$ cat src/rtl/mul_seq.sv
`default_nettype none
// ============================================================================
//  Module      : mul_seq
//  Description : Sequential radix-2 shift-add multiplier for the MULT/MULTU
//                path. Produces a 2*WIDTH-bit product split into hi/lo,
//                one multiplier bit per clock, with a start/busy/done
//                handshake.
//  Ports       : clk          - rising-edge clock
//                reset        - synchronous, active-high reset
//                start        - request pulse, sampled only in IDLE
//                op           - 2'b10 unsigned, 2'b11 signed, others reserved
//                multiplicand - operand A
//                multiplier   - operand B
//                hi / lo      - registered upper / lower product halves
//                busy         - high whenever the state is not IDLE
//                done         - one-cycle pulse when hi/lo are newly updated
//  Revision    : 1.0 - initial release
// ============================================================================
module mul_seq #(
    parameter int WIDTH = 32
) (
    input  logic             clk,
    input  logic             reset,
    input  logic             start,
    input  logic [1:0]       op,
    input  logic [WIDTH-1:0] multiplicand,
    input  logic [WIDTH-1:0] multiplier,
    output logic [WIDTH-1:0] hi,
    output logic [WIDTH-1:0] lo,
    output logic             busy,
    output logic             done
);

    localparam int CNT_W = (WIDTH > 1) ? $clog2(WIDTH) : 1;
    localparam logic [CNT_W-1:0] c_LAST = CNT_W'(WIDTH - 1);
    localparam logic [CNT_W-1:0] c_ONE  = CNT_W'(1);

    typedef enum logic [1:0] {
        S_IDLE = 2'd0,
        S_RUN  = 2'd1,
        S_FIX  = 2'd2,
        S_DONE = 2'd3
    } state_t;

    state_t             r_state_q, w_state_d;
    logic [WIDTH-1:0]   r_mcand_q, w_mcand_d;
    logic [WIDTH-1:0]   r_mplier_q, w_mplier_d;
    logic [2*WIDTH-1:0] r_acc_q, w_acc_d;
    logic [CNT_W-1:0]   r_cnt_q, w_cnt_d;
    logic               r_neg_q, w_neg_d;
    logic [WIDTH-1:0]   r_hi_q, w_hi_d;
    logic [WIDTH-1:0]   r_lo_q, w_lo_d;

    logic               w_signed;
    logic [WIDTH-1:0]   w_abs_a;
    logic [WIDTH-1:0]   w_abs_b;
    logic [WIDTH:0]     w_sum;
    logic [2*WIDTH-1:0] w_fixed;

    // Signed operands are reduced to magnitudes; the most-negative value
    // negates to itself, which read as unsigned is exactly its magnitude.
    assign w_signed = op[0];
    assign w_abs_a  = (w_signed && multiplicand[WIDTH-1]) ? (-multiplicand) : multiplicand;
    assign w_abs_b  = (w_signed && multiplier[WIDTH-1])   ? (-multiplier)   : multiplier;

    // Partial-sum adder keeps the carry so the upper half never overflows.
    assign w_sum   = {1'b0, r_acc_q[2*WIDTH-1:WIDTH]}
                   + {1'b0, (r_mplier_q[0] ? r_mcand_q : {WIDTH{1'b0}})};
    assign w_fixed = r_neg_q ? (-r_acc_q) : r_acc_q;

    always_comb begin
        w_state_d  = r_state_q;
        w_mcand_d  = r_mcand_q;
        w_mplier_d = r_mplier_q;
        w_acc_d    = r_acc_q;
        w_cnt_d    = r_cnt_q;
        w_neg_d    = r_neg_q;
        w_hi_d     = r_hi_q;
        w_lo_d     = r_lo_q;

        case (r_state_q)
            S_IDLE: begin
                if (start && op[1]) begin
                    w_mcand_d  = w_abs_a;
                    w_mplier_d = w_abs_b;
                    w_neg_d    = w_signed & (multiplicand[WIDTH-1] ^ multiplier[WIDTH-1]);
                    w_acc_d    = '0;
                    w_cnt_d    = '0;
                    w_state_d  = S_RUN;
                end
            end
            S_RUN: begin
                // {carry, upper sum, lower half} shifted right by one.
                w_acc_d    = {w_sum, r_acc_q[WIDTH-1:1]};
                w_mplier_d = r_mplier_q >> 1;
                w_cnt_d    = r_cnt_q + c_ONE;
                if (r_cnt_q == c_LAST) begin
                    w_state_d = S_FIX;
                end
            end
            S_FIX: begin
                w_hi_d    = w_fixed[2*WIDTH-1:WIDTH];
                w_lo_d    = w_fixed[WIDTH-1:0];
                w_state_d = S_DONE;
            end
            S_DONE: begin
                w_state_d = S_IDLE;
            end
            default: begin
                w_state_d = S_IDLE;
            end
        endcase
    end

    always_ff @(posedge clk) begin
        if (reset) begin
            r_state_q  <= S_IDLE;
            r_mcand_q  <= '0;
            r_mplier_q <= '0;
            r_acc_q    <= '0;
            r_cnt_q    <= '0;
            r_neg_q    <= 1'b0;
            r_hi_q     <= '0;
            r_lo_q     <= '0;
        end else begin
            r_state_q  <= w_state_d;
            r_mcand_q  <= w_mcand_d;
            r_mplier_q <= w_mplier_d;
            r_acc_q    <= w_acc_d;
            r_cnt_q    <= w_cnt_d;
            r_neg_q    <= w_neg_d;
            r_hi_q     <= w_hi_d;
            r_lo_q     <= w_lo_d;
        end
    end

    assign hi   = r_hi_q;
    assign lo   = r_lo_q;
    assign busy = (r_state_q != S_IDLE);
    assign done = (r_state_q == S_DONE);

endmodule
`default_nettype wire

$ cat config.mk
export PLATFORM = sky130hd
export DESIGN_NAME = mul_seq
export DESIGN_NICKNAME = d
export VERILOG_FILES = /design/src/rtl/mul_seq.sv
export SDC_FILE = /design/constraint.sdc
export NUM_CORES = 1
export LEC_CHECK = 0
export BUFFER_PORTS_ARGS = -buffer_cell sky130_fd_sc_hd__buf_4
export CAP_MARGIN = 20
export CORE_ASPECT_RATIO = 0.5
export CORE_MARGIN = 2
export CORE_UTILIZATION = 50
export CTS_BUF_LIST = sky130_fd_sc_hd__clkbuf_16
export CTS_CLUSTER_DIAMETER = 80
export DETAILED_ROUTE_END_ITERATION = 16
export PLACE_DENSITY = 0.71
export SLEW_MARGIN = 40
export SYNTH_ARGS = -nofsm -noshare
export SYNTH_HDL_FRONTEND = slang
export SYNTH_SLANG_ARGS = --single-unit
$ cat constraint.sdc
create_clock -name clk -period 3.1 [get_ports clk]
set_input_delay 0.62 -clock clk [delete_from_list [all_inputs] [get_ports clk]]
set_output_delay 0.62 -clock clk [all_outputs]
set_load 0.01 [all_outputs]
---- Word-level counts from Yosys, hierarchy flattened ----
Index checks and enable logic that the tools add are counted.
word-level totals
  register bits ........................... 200
  output and inout bits ................... 66
  logic and storage cells ................. 43
operators by class
  add/sub/neg operators ................... 5
  equal/unequal tests ..................... 6
  multiplexer cells ....................... 13
  bitwise operators ....................... 2
  reductions and logical operators ........ 9
operators with widths
  cell                 number
  $mux 32              4
  $mux 64              2
  $pmux 64 s2          1
  $neg 32->32          2
  $neg 64->64          1
  $pmux 32 s2          1
  $add 32x32->33       1
  $pmux 5 s2           1
  $pmux 2 s4           1
  $reduce_and 2->1     3
  $add 5x1->5 const B  1
  $eq 5x5->1 const B   1
  $mux 5               1
  $eq 2x2->1 const B   2
  $mux 2               2
  $ne 2x2->1 const B   2
  $reduce_bool 2->1    2
  $logic_and 1x1->1    3
  $eq 2x1->1 const B   1
  $logic_not 2->1      1
  $and 1x1->1          1
  $xor 1x1->1          1

---- Depth between registers and ports, before layout ----
Gate-level depths: netlist (run 1).
  depth in word-level cells ............... 4
  mapped depth ............................ 13

---- Worst setup path after synthesis (run 1) ----
Ideal clock, no wire load.
  path kind ............................... reg-to-reg
  start point ............................. register r_mplier_q[0]
  end point ............................... register r_acc_q[55]
  setup time .............................. 0.117 ns
  arrival ................................. 3.163 ns
  path slack .............................. -0.180 ns
  stages on the path, launching flop included .. 14
  path buffers ............................ 1
  cell sequence ........................... dfxtp_1 > clkbuf_1 > and2_1 > ha_1 > inv_1 > fa_1 > nand2b_1 > a21o_1 > a21o_1 > o311ai_1 > a31oi_1 > o311ai_1 > xor2_1 > a22o_1
between the ends
  cells in the longest elaborated chain, start to end .. 3
ends and longest elaborated chain
  element                   line  RTL
  start: declaration        47    logic [WIDTH-1:0] r_mplier_q, w_mplier_d;
  start signal: assignment  128   r_mplier_q <= w_mplier_d;
  $mux 32                   68    + {1'b0, (r_mplier_q[0] ? r_mcand_q : {WIDTH{1'b0}})};
  $add 32x32->33            68
  $pmux 64 s2               81    case (r_state_q)
  end signal: assignment    129   r_acc_q <= w_acc_d;
  end: declaration          48    logic [2*WIDTH-1:0] r_acc_q, w_acc_d;
No other way between the ends.
A chain may end at the register's enable or synchronous reset.

---- Worst setup path after layout (run 1) ----
Ends and elaborated chain as after synthesis.

==> results of run 1 <==
[worst max-delay path, stage by stage (launching register included)]
cell	delay [ns]
dfxtp_1	0.34
and2_1	0.13
ha_1	0.18
inv_1	0.06
fa_1	0.38
nand2b_1	0.17
a21o_1	0.19
a21o_1	0.22
o311ai_4	0.36
a31oi_1	0.18
o311ai_2	0.31
xor2_1	0.12
a22o_1	0.21
[final timing paths]
path | start | end | slack (ns) | cells after the start
worst max-delay path | r_mplier_q[0] | r_acc_q[55] | 0.15 | 12
worst min-delay path | r_mplier_q[6] | r_mplier_q[6] | 0.45 | 2
worst max register to register | r_mplier_q[0] | r_acc_q[55] | 0.15 | 12
worst min register to register | r_mplier_q[6] | r_mplier_q[6] | 0.45 | 2
[power by group]
part | internal [mW] | switching [mW]
sequential | 2.92 | 0.232
combinational | 0.823 | 1.29
clock | 1.19 | 1.03
total | 4.94 | 2.55
[per-stage QoR]
stage,utilization,std cells
3_5_place_dp,0.5692,1830
2_1_floorplan,-,1456
4_1_cts,0.5942,1861
6_report,0.5957,1862
5_1_grt,0.5957,1862
3_3_place_gp,0.5692,1830
[cells in the mapped netlist, drive strengths merged, types with 3 or more instances]
cell type    n
nor4        12
and2        34
o21ai       72
a221oi       5
o21a         4
o41ai       16
or3         21
a21o        21
ha          41
nand2      132
or4         14
nor2       200
nor2b        6
a22o        21
nor3        22
a41oi        3
a311oi       8
dfxtp      200
or2         10
o31ai       32
o211ai      12
a21oi       87
inv         22
a211oi      86
xnor2       40
a31oi        9
xor2       100
a22oi       43
nand3       20
nand3b       4
and3         4
nand4       13
o221ai       3
mux2i        6
buf          9
o21bai       3
clkbuf      95
nand2b      12
[area by class of cell]
cell class	count	area [um2]	share of cell area
repair buffers	172	1324	0.09731
clock buffers	17	425.4	0.03127
clock inverters	14	145.1	0.01067
multi-input cells	1130	7238	0.5321
flip-flops and latches	200	4005	0.2944
well taps	307	384.1	0.02824
inverters	22	82.58	0.006070
[kinds of logic after synthesis]
family / share of synthesized area
AO/OA/AOI/OAI: 0.2539
XOR/XNOR: 0.1053
adder cells (fa/ha/maj): 0.04576
buffers and inverters: 0.04071
flip-flops: 0.3437
multiplexers: 0.005156
AND/OR/NAND/NOR: 0.2055
[registers in the layout (all words and copies together), names as in the netlist]
signal / flops
r_acc_q: 64
hi: 32
lo: 32
r_mcand_q: 32
r_mplier_q: 32
r_cnt_q: 5
r_state_q: 2
r_neg_q: 1
[per-layer routing]
metal / GRT usage / wire length (um)
met1: 0.3727 / 15330
met2: 0.3895 / 13470
met3: 0.06311 / 2246
met4: 0.07696 / 407
met5: 0 / 0
[what timing repair did]
action / in CTS / in global routing
endpoints found under the setup margin: 0 / 5
gates resized for setup: 0 / 7
hold buffers: 0 / 0
buffers inserted: 0 / 1
==> impl_metrics.ini, run 1 <==
[status]
status = completed

[worst_setup_path]
start_kind = flip-flop
cp_max_fo = 4
critPathKind = flip-flop to flip-flop
end_kind = flip-flop
critical_path_arrival_ns = 3.30
required_ns = 3.46

[floorplan]
die_x_um = 219.9
row_count = 39
dieHeight_um = 111.9
start_util = 0.5101
io_pins = 135
die-area_mm2 = 0.02461
core_mm2 = 0.02284

[cts]
numCtsBuffers = 17
clock_sinks = 200
cts_tree = done
clock_latency_ns = 0.46
clockBufferDepth = 2
clkTransAtPathRegs_ns = 0.07
htreeDepth = 4
cts_root_buffer = clkbuf_16

[power_and_ir_drop]
power.total_mw = 7.482
leakagePower_nw = 5.554
irDropWorstVdd_mv = 0.3985
power.density_mw_per_mm2 = 549.9

[final_layout]
area_growth_pct = 16.79
antennaDiodeCount = 0
final_area_mm2 = 0.01360
drive_gt1_frac = 0.1466
final_nets = 1654
mostFrequentLayoutCells = nor2_1, dfxtp_1, buf_4
final_common_cell = nor2_1
fillers = 2056

[sta]
fin_crit_ns = 2.946
setup_viol = 0
rsz0062_at_grt = false
skew_ns = 0.009312
tightest_slew_ns = 0.7739
hold_viol_final = 0
slew-limit-headroom = 0.4841
period_share = 0.9503
fin_tns_setup_ns = 0
setup_ws_ns = 0.1541
finalMaxSlewViolations = 0
holdWs_ns = 0.4536
max_freq_mhz = 339.5

[yosys]
synth.distinct_cells = 59
synth.area.top_cells = dfxtp_1, xor2_1, nor2_1, a211oi_1, ha_1
synth_edf_count = 0
yosysSeqAreaShare = 0.3437
netlist.area_leader.share = 0.3437
synth.avg_cell_area_um2 = 8.000
yosysWarnings = 0
synth_ff_type = dfxtp_1
async_flop_share = 0
yosys.area.top_type = dfxtp_1
syn-cell-area_mm2 = 0.01165
postSynthCellCount = 1456
syn_nets = 1567
synth-seq-cells = 200

[place]
dp_hpwl_mm = 23.48
dp_worst_setup_slack_ns = -0.05132
place_congestion = 0.9602
numPortBuffers = 134
place_area_mm2 = 0.01300

[min_path]
min_path_type = flip-flop to flip-flop

[drt]
drt-total-wl_mm = 31.46
drt_pass1_iterations = 5
via_count = 10827
drc = 0
viasPerCell = 5.815
drtIter0Drc = 735
wire_per_inst_um = 16.90
ant_nets = 0

[grt]
grt_pass1_wl_mm = 51.81
grt_max_degree = 94
grt_pass1_vias = 10248
antenna_found_initial = 0
grt-ovfl-total = 0
grtUsageTotal = 0.2612

[job]
cap_violations = 0
(Power assumes the default switching activity.)
==> inputs of run 2 (changes only) <==
--- a/config.mk
+++ b/config.mk
@@ -5,6 +5,7 @@
 export SDC_FILE = /design/constraint.sdc
 export NUM_CORES = 1
 export LEC_CHECK = 0
+export ABC_AREA = 1
 export BUFFER_PORTS_ARGS = -buffer_cell sky130_fd_sc_hd__buf_4
 export CAP_MARGIN = 20
 export CORE_ASPECT_RATIO = 0.5
@@ -13,7 +14,7 @@
 export CTS_BUF_LIST = sky130_fd_sc_hd__clkbuf_16
 export CTS_CLUSTER_DIAMETER = 80
 export DETAILED_ROUTE_END_ITERATION = 16
-export PLACE_DENSITY = 0.71
+export PLACE_DENSITY = 0.7
 export SLEW_MARGIN = 40
 export SYNTH_ARGS = -nofsm -noshare
 export SYNTH_HDL_FRONTEND = slang
==> impl_metrics.ini, run 2 <==
[floorplan]
core_mm2 = 0.02776
die-area_mm2 = 0.02978
row_count = 43
die_x_um = 242.1
start_util = 0.5103
dieHeight_um = 123.0
io_pins = 135

[yosys]
yosys-top-cells-count = nand2_1, nor2_1, inv_1, dfxtp_1, a21oi_1
synth_ff_type = dfxtp_1
yosys.area.top_type = dfxtp_1
synth.area.top_cells = dfxtp_1, nand2_1, nor2_1, inv_1, a21oi_1
syn-cell-area_mm2 = 0.01417
yosysWarnings = 0
netlist.area_leader.share = 0.2826
postSynthCellCount = 2466
syn_nets = 2577
synth.distinct_cells = 42
synth_edf_count = 0
synth-seq-cells = 200
async_flop_share = 0
yosysMostFrequentCell = nand2_1
synth.avg_cell_area_um2 = 5.745
yosysSeqAreaShare = 0.2826

[cts]
clkTransAtPathRegs_ns = 0.08
clock_latency_ns = 0.47
cts_hold_buf = 0
cts_root_buffer = clkbuf_16
cts_setup_buffers = 0
htreeDepth = 4
numCtsBuffers = 17
cts_tree = done
clock_sinks = 200
clockBufferDepth = 2
cts_resized = 0

[drt]
ant_nets = 0
wire_per_inst_um = 14.41
drt_pass1_iterations = 5
viasPerCell = 5.152
drt-total-wl_mm = 42.49
drtIter0Drc = 1230
drc = 0
via_count = 15188

[final_layout]
mostFrequentLayoutCells = nand2_1, nor2_1, inv_1
top_register = r_acc_q
fin_cells = 2948
drive_gt1_frac = 0.08496
final_common_cell = nand2_1
fillers = 2912
final_nets = 2664
antennaDiodeCount = 0
largest_reg_flops = 64
seq_area_mm2 = 0.004005
multi_input_area_mm2 = 0.008568
area_growth_pct = 13.80

[sta]
skew_ns = 0.01555
fin_tns_setup_ns = 0
slew-limit-headroom = 0.4795
setup_viol = 0
holdWs_ns = 0.4374
finalMaxSlewViolations = 0
max_freq_mhz = 419.3
tightest_slew_ns = 0.7798
period_share = 0.7694
fin_crit_ns = 2.385
rsz0062_at_grt = false
hold_viol_final = 0

[power_and_ir_drop]
swShare = 0.4040
power.density_mw_per_mm2 = 592.5
p_clk_frac = 0.249
comb_power_share = 0.397
irDropWorstVdd_mv = 0.7152
switchingPower_mw = 3.860
leakagePower_nw = 8.560
intPower_mw = 5.694
seqPwrFrac = 0.355

[worst_setup_path]
r2r_slack_ns = 0.71
r2r_end = r_acc_q[63]
critPathKind = flip-flop to flip-flop
critical_path_arrival_ns = 2.78
cp_max_fo = 16
end_kind = flip-flop
ff2ff_path_depth = 17
required_ns = 3.49
r2r_start = r_mplier_q[0]
start_kind = flip-flop

[grt]
grtUsageTotal = 0.2864
grt_max_degree = 117
antenna_found_initial = 0
grt_pass1_vias = 13512
grt-ovfl-total = 0
grt_pass1_wl_mm = 68.42

[min_path]
min_from = multiplicand[1]
min_path_type = input pin to flip-flop
holdPathEnd = r_mcand_q[1]
hold-path-cell-count = 3

[job]
cap_violations = 0

[place]
place_inst = 2916
dp_hpwl_mm = 32.60
numPortBuffers = 134
place_congestion = 0.9469

[status]
status = completed
run 2: cell types whose count changed after synthesis, sizes merged, moves of 65 or more:
| cell | before | now |
|---|---|---|
| nand2 | 132 | 796 |
| inv | 22 | 335 |
| nor2 | 200 | 376 |
| nand3 | 20 | 170 |
| a21oi | 87 | 179 |
| a211oi | 86 | 1 |
| xor2 | 100 | 35 |
run 2: layer usage:
metal  vias up  part of all wire  global-route usage
met5         -                 0                   0
met4         0             0.017             0.08218
met3        48             0.053             0.04623
met2       388              0.43              0.4648
met1      6822              0.50              0.3960
li1       7930                 -                   -
run 2: cells by family (layout without fill, tap and decap cells):
group	Yosys count	in the layout	synth area share
buffers and inverters	421	521	0.1138
AO/OA/AOI/OAI	350	350	0.1345
XOR/XNOR	45	45	0.02782
AND/OR/NAND/NOR	1408	1408	0.4036
adder cells (fa/ha/maj)	42	42	0.03762
flip-flops	200	200	0.2826
run 2: layout make-up:
cell class,instances,area share
multi-input cells,1845,0.5314
flip-flops and latches,200,0.2484
inverters,336,0.07830
repair buffers,153,0.07434
well taps,382,0.02964
clock buffers,17,0.02639
clock inverters,15,0.01149
run 2: per-stage QoR:
stage	area (um2)	worst slack, ns	utilization	power [mW]
after floorplan	14170	0.8038	-	5.918
after CTS	16120	0.7394	0.5808	9.585
final	16120	0.7149	0.5808	9.554
after global placement	15510	0.7214	0.5588	7.183
after detailed placement	15510	0.6824	0.5588	7.225
after global routing	16120	0.4629	0.5808	10.22
run 2: worst max-delay path, stage by stage, from the launching register on:
cell and delay (ns):
dfxtp_1 0.33, buf_4 0.21, nand2_1 0.09, inv_1 0.07, ha_1 0.17, inv_1 0.06
fa_1 0.35, inv_1 0.13, nand3_1 0.09, nand3_1 0.15, nand2_1 0.07, nand2_1 0.13
nand3_1 0.08, nand2_1 0.10, nand2_1 0.05, nand2_1 0.06, nand2_1 0.05, a21oi_1 0.11
run 2: worst max-delay path by stage:
stage / startpoint / end / slack, ns
floorplan: r_mplier_q[0] / r_acc_q[63] / 0.80
global route: r_mplier_q[0] / r_acc_q[51] / 0.46
finish: r_mplier_q[0] / r_acc_q[63] / 0.71
CTS: r_mplier_q[0] / r_acc_q[59] / 0.74
detailed placement: multiplier[31] / r_mplier_q[26] / 0.68
global placement: multiplier[31] / r_mplier_q[26] / 0.72
run 2: power by group through the flow:
stage                     logic (mW)  clock network, mW  registers, mW
after floorplan                 2.42                  0           3.49
after global placement          3.75                  0           3.43
after detailed placement        3.79                  0           3.44
after CTS                       3.80               2.40           3.39
after global routing            4.26               2.51           3.45
final                           3.79               2.38           3.39
==> inputs of run 3 (changes only) <==
==> constraint.sdc (replaced) <==
create_clock -name clk -period 1.9 [get_ports clk]
set_input_delay 0.38 -clock clk [delete_from_list [all_inputs] [get_ports clk]]
set_output_delay 0.38 -clock clk [all_outputs]
set_load 0.01 [all_outputs]
==> impl_metrics.ini, run 3 (synthesized netlist as in run 2, its figures left out) <==
[cts]
cts_hold_buf = 0
clock_latency_ns = 0.47
cts_root_buffer = clkbuf_16
clkTransAtPathRegs_ns = 0.07
cts_tree = done
numCtsBuffers = 17
htreeDepth = 4
clock_sinks = 200
clockBufferDepth = 2

[sta]
finalMaxSlewViolations = 0
holdWs_ns = 0.1952
max_freq_mhz = 465.4
period_share = 1.131
hold_viol_final = 0
rsz0062_at_grt = true
tightest_slew_ns = 0.5325
slew-limit-headroom = 0.6450
setup_viol = 31
skew_ns = 0.01270
setup_ws_ns = -0.2486
fin_crit_ns = 2.149

[place]
place_area_mm2 = 0.01706
place_congestion = 0.9748
place_inst = 3081
dp_hpwl_mm = 34.11
numPortBuffers = 134
dp_worst_setup_slack_ns = -0.2527

[job]
cap_violations = 0

[worst_setup_path]
cp_max_fo = 5
start_kind = flip-flop
critical_path_arrival_ns = 2.55
end_kind = flip-flop
ff2ff_path_depth = 17
critPathKind = flip-flop to flip-flop
required_ns = 2.30

[grt]
grtUsageTotal = 0.3035
grt_pass1_vias = 14779
grt_max_degree = 85
grt_pass1_wl_mm = 72.88
antenna_found_initial = 0
grt-ovfl-total = 0

[power_and_ir_drop]
comb_power_share = 0.441
switchingPower_mw = 6.655
swShare = 0.4039
seqPwrFrac = 0.337
p_clk_frac = 0.222
leakagePower_nw = 10.00
irDropWorstVdd_mv = 0.7063
power.density_mw_per_mm2 = 858.7
intPower_mw = 9.823

[floorplan]
row_count = 43
io_pins = 135
core_mm2 = 0.02776
start_util = 0.5103
die_x_um = 242.1
die-area_mm2 = 0.02978
dieHeight_um = 123.0

[final_layout]
largest_reg_flops = 64
antennaDiodeCount = 0
drive_gt1_frac = 0.2586
mostFrequentLayoutCells = nand2_1, buf_4, inv_1
final_common_cell = nand2_1
area_growth_pct = 35.45
final_util = 0.6912
final_nets = 2851
final_area_mm2 = 0.01919
fin_cells = 3135
fillers = 2543
top_register = r_acc_q

[drt]
drc = 0
wire_per_inst_um = 14.95
drt_pass1_iterations = 7
drt-total-wl_mm = 46.87
via_count = 16268
drtIter0Drc = 1120
ant_nets = 0
viasPerCell = 5.189

[status]
status = complete, but fails checks
violations = setup timing

[min_path]
min_path_type = input pin to flip-flop
hold-path-cell-count = 3
[run 3: changes by cell type in the layout (fill, tap and decap cells not counted), sizes merged]
cell    previous run  this run
bufinv             2         1
buf              153       338
inv              341       342
clkbuf            17        19
[run 3: timing repair]
item / 4_1_cts / 5_1_grt
resized for setup: 120 / 254
setup buffers: 6 / 13
setup endpoints to repair: 62 / 83
pin swaps: 17 / 98
cloned: 2 / 2
[run 3: path summary, 6_finish.rpt]
| path | startpoint | end | slack, ns |
|---|---|---|---|
| hold reg to reg | r_mplier_q[28] | r_mplier_q[28] | 0.47 |
| hold / removal | multiplicand[1] | r_mcand_q[1] | 0.20 |
| setup reg to reg | r_mplier_q[0] | r_acc_q[60] | -0.25 |
| setup / recovery | r_mplier_q[0] | r_acc_q[60] | -0.25 |
[run 3: power groups by stage]
stage / Sequential (mW) / Combinational (mW) / Clock (mW)
floorplan: 5.70 / 3.97 / 0
finish: 5.56 / 7.26 / 3.66
global route: 5.65 / 8.05 / 3.85
CTS: 5.53 / 6.86 / 3.70
global placement: 5.60 / 6.69 / 0
detailed placement: 5.61 / 6.75 / 0
[run 3: through the flow]
step / setup TNS (ns) / total power, mW
global placement: -3.192 / 12.28
detailed placement: -4.043 / 12.36
floorplan: -0.5229 / 9.674
CTS: -3.397 / 16.10
global route: -8.079 / 17.54
finish: -4.402 / 16.48
[run 3: final cells by class]
class	count	area (um2)	area share
Sequential cell	200	4014	0.2092
Inverter	336	1276	0.06651
Timing Repair Buffer	340	2865	0.1493
Clock buffer	17	425.4	0.02217
Multi-Input combinational cell	1845	9983	0.5202
Clock inverter	15	147.6	0.007694
Tap cell	382	478.0	0.02491
[run 3: critical path, cell delays in order, from the launching register on]
cell     delay (ns)
dfxtp_4        0.36
buf_12         0.14
buf_16         0.13
nand2_2        0.06
inv_2          0.04
ha_4           0.26
nand2_1        0.07
nand2_1        0.07
inv_1          0.09
nand2_2        0.08
a21oi_2        0.16
nand2_2        0.10
buf_6          0.14
nand2_2        0.06
nand2_1        0.05
nand2_1        0.08
nand3_2        0.06
a21oi_2        0.12
[run 3: per-layer routing]
metal	GRT usage	wire [um]	vias to the layer above
met5	0	0	-
met2	0.5149	21430	495
li1	-	-	8308
met1	0.4038	21440	7391
met3	0.04971	3019	74
met4	0.08333	979	0
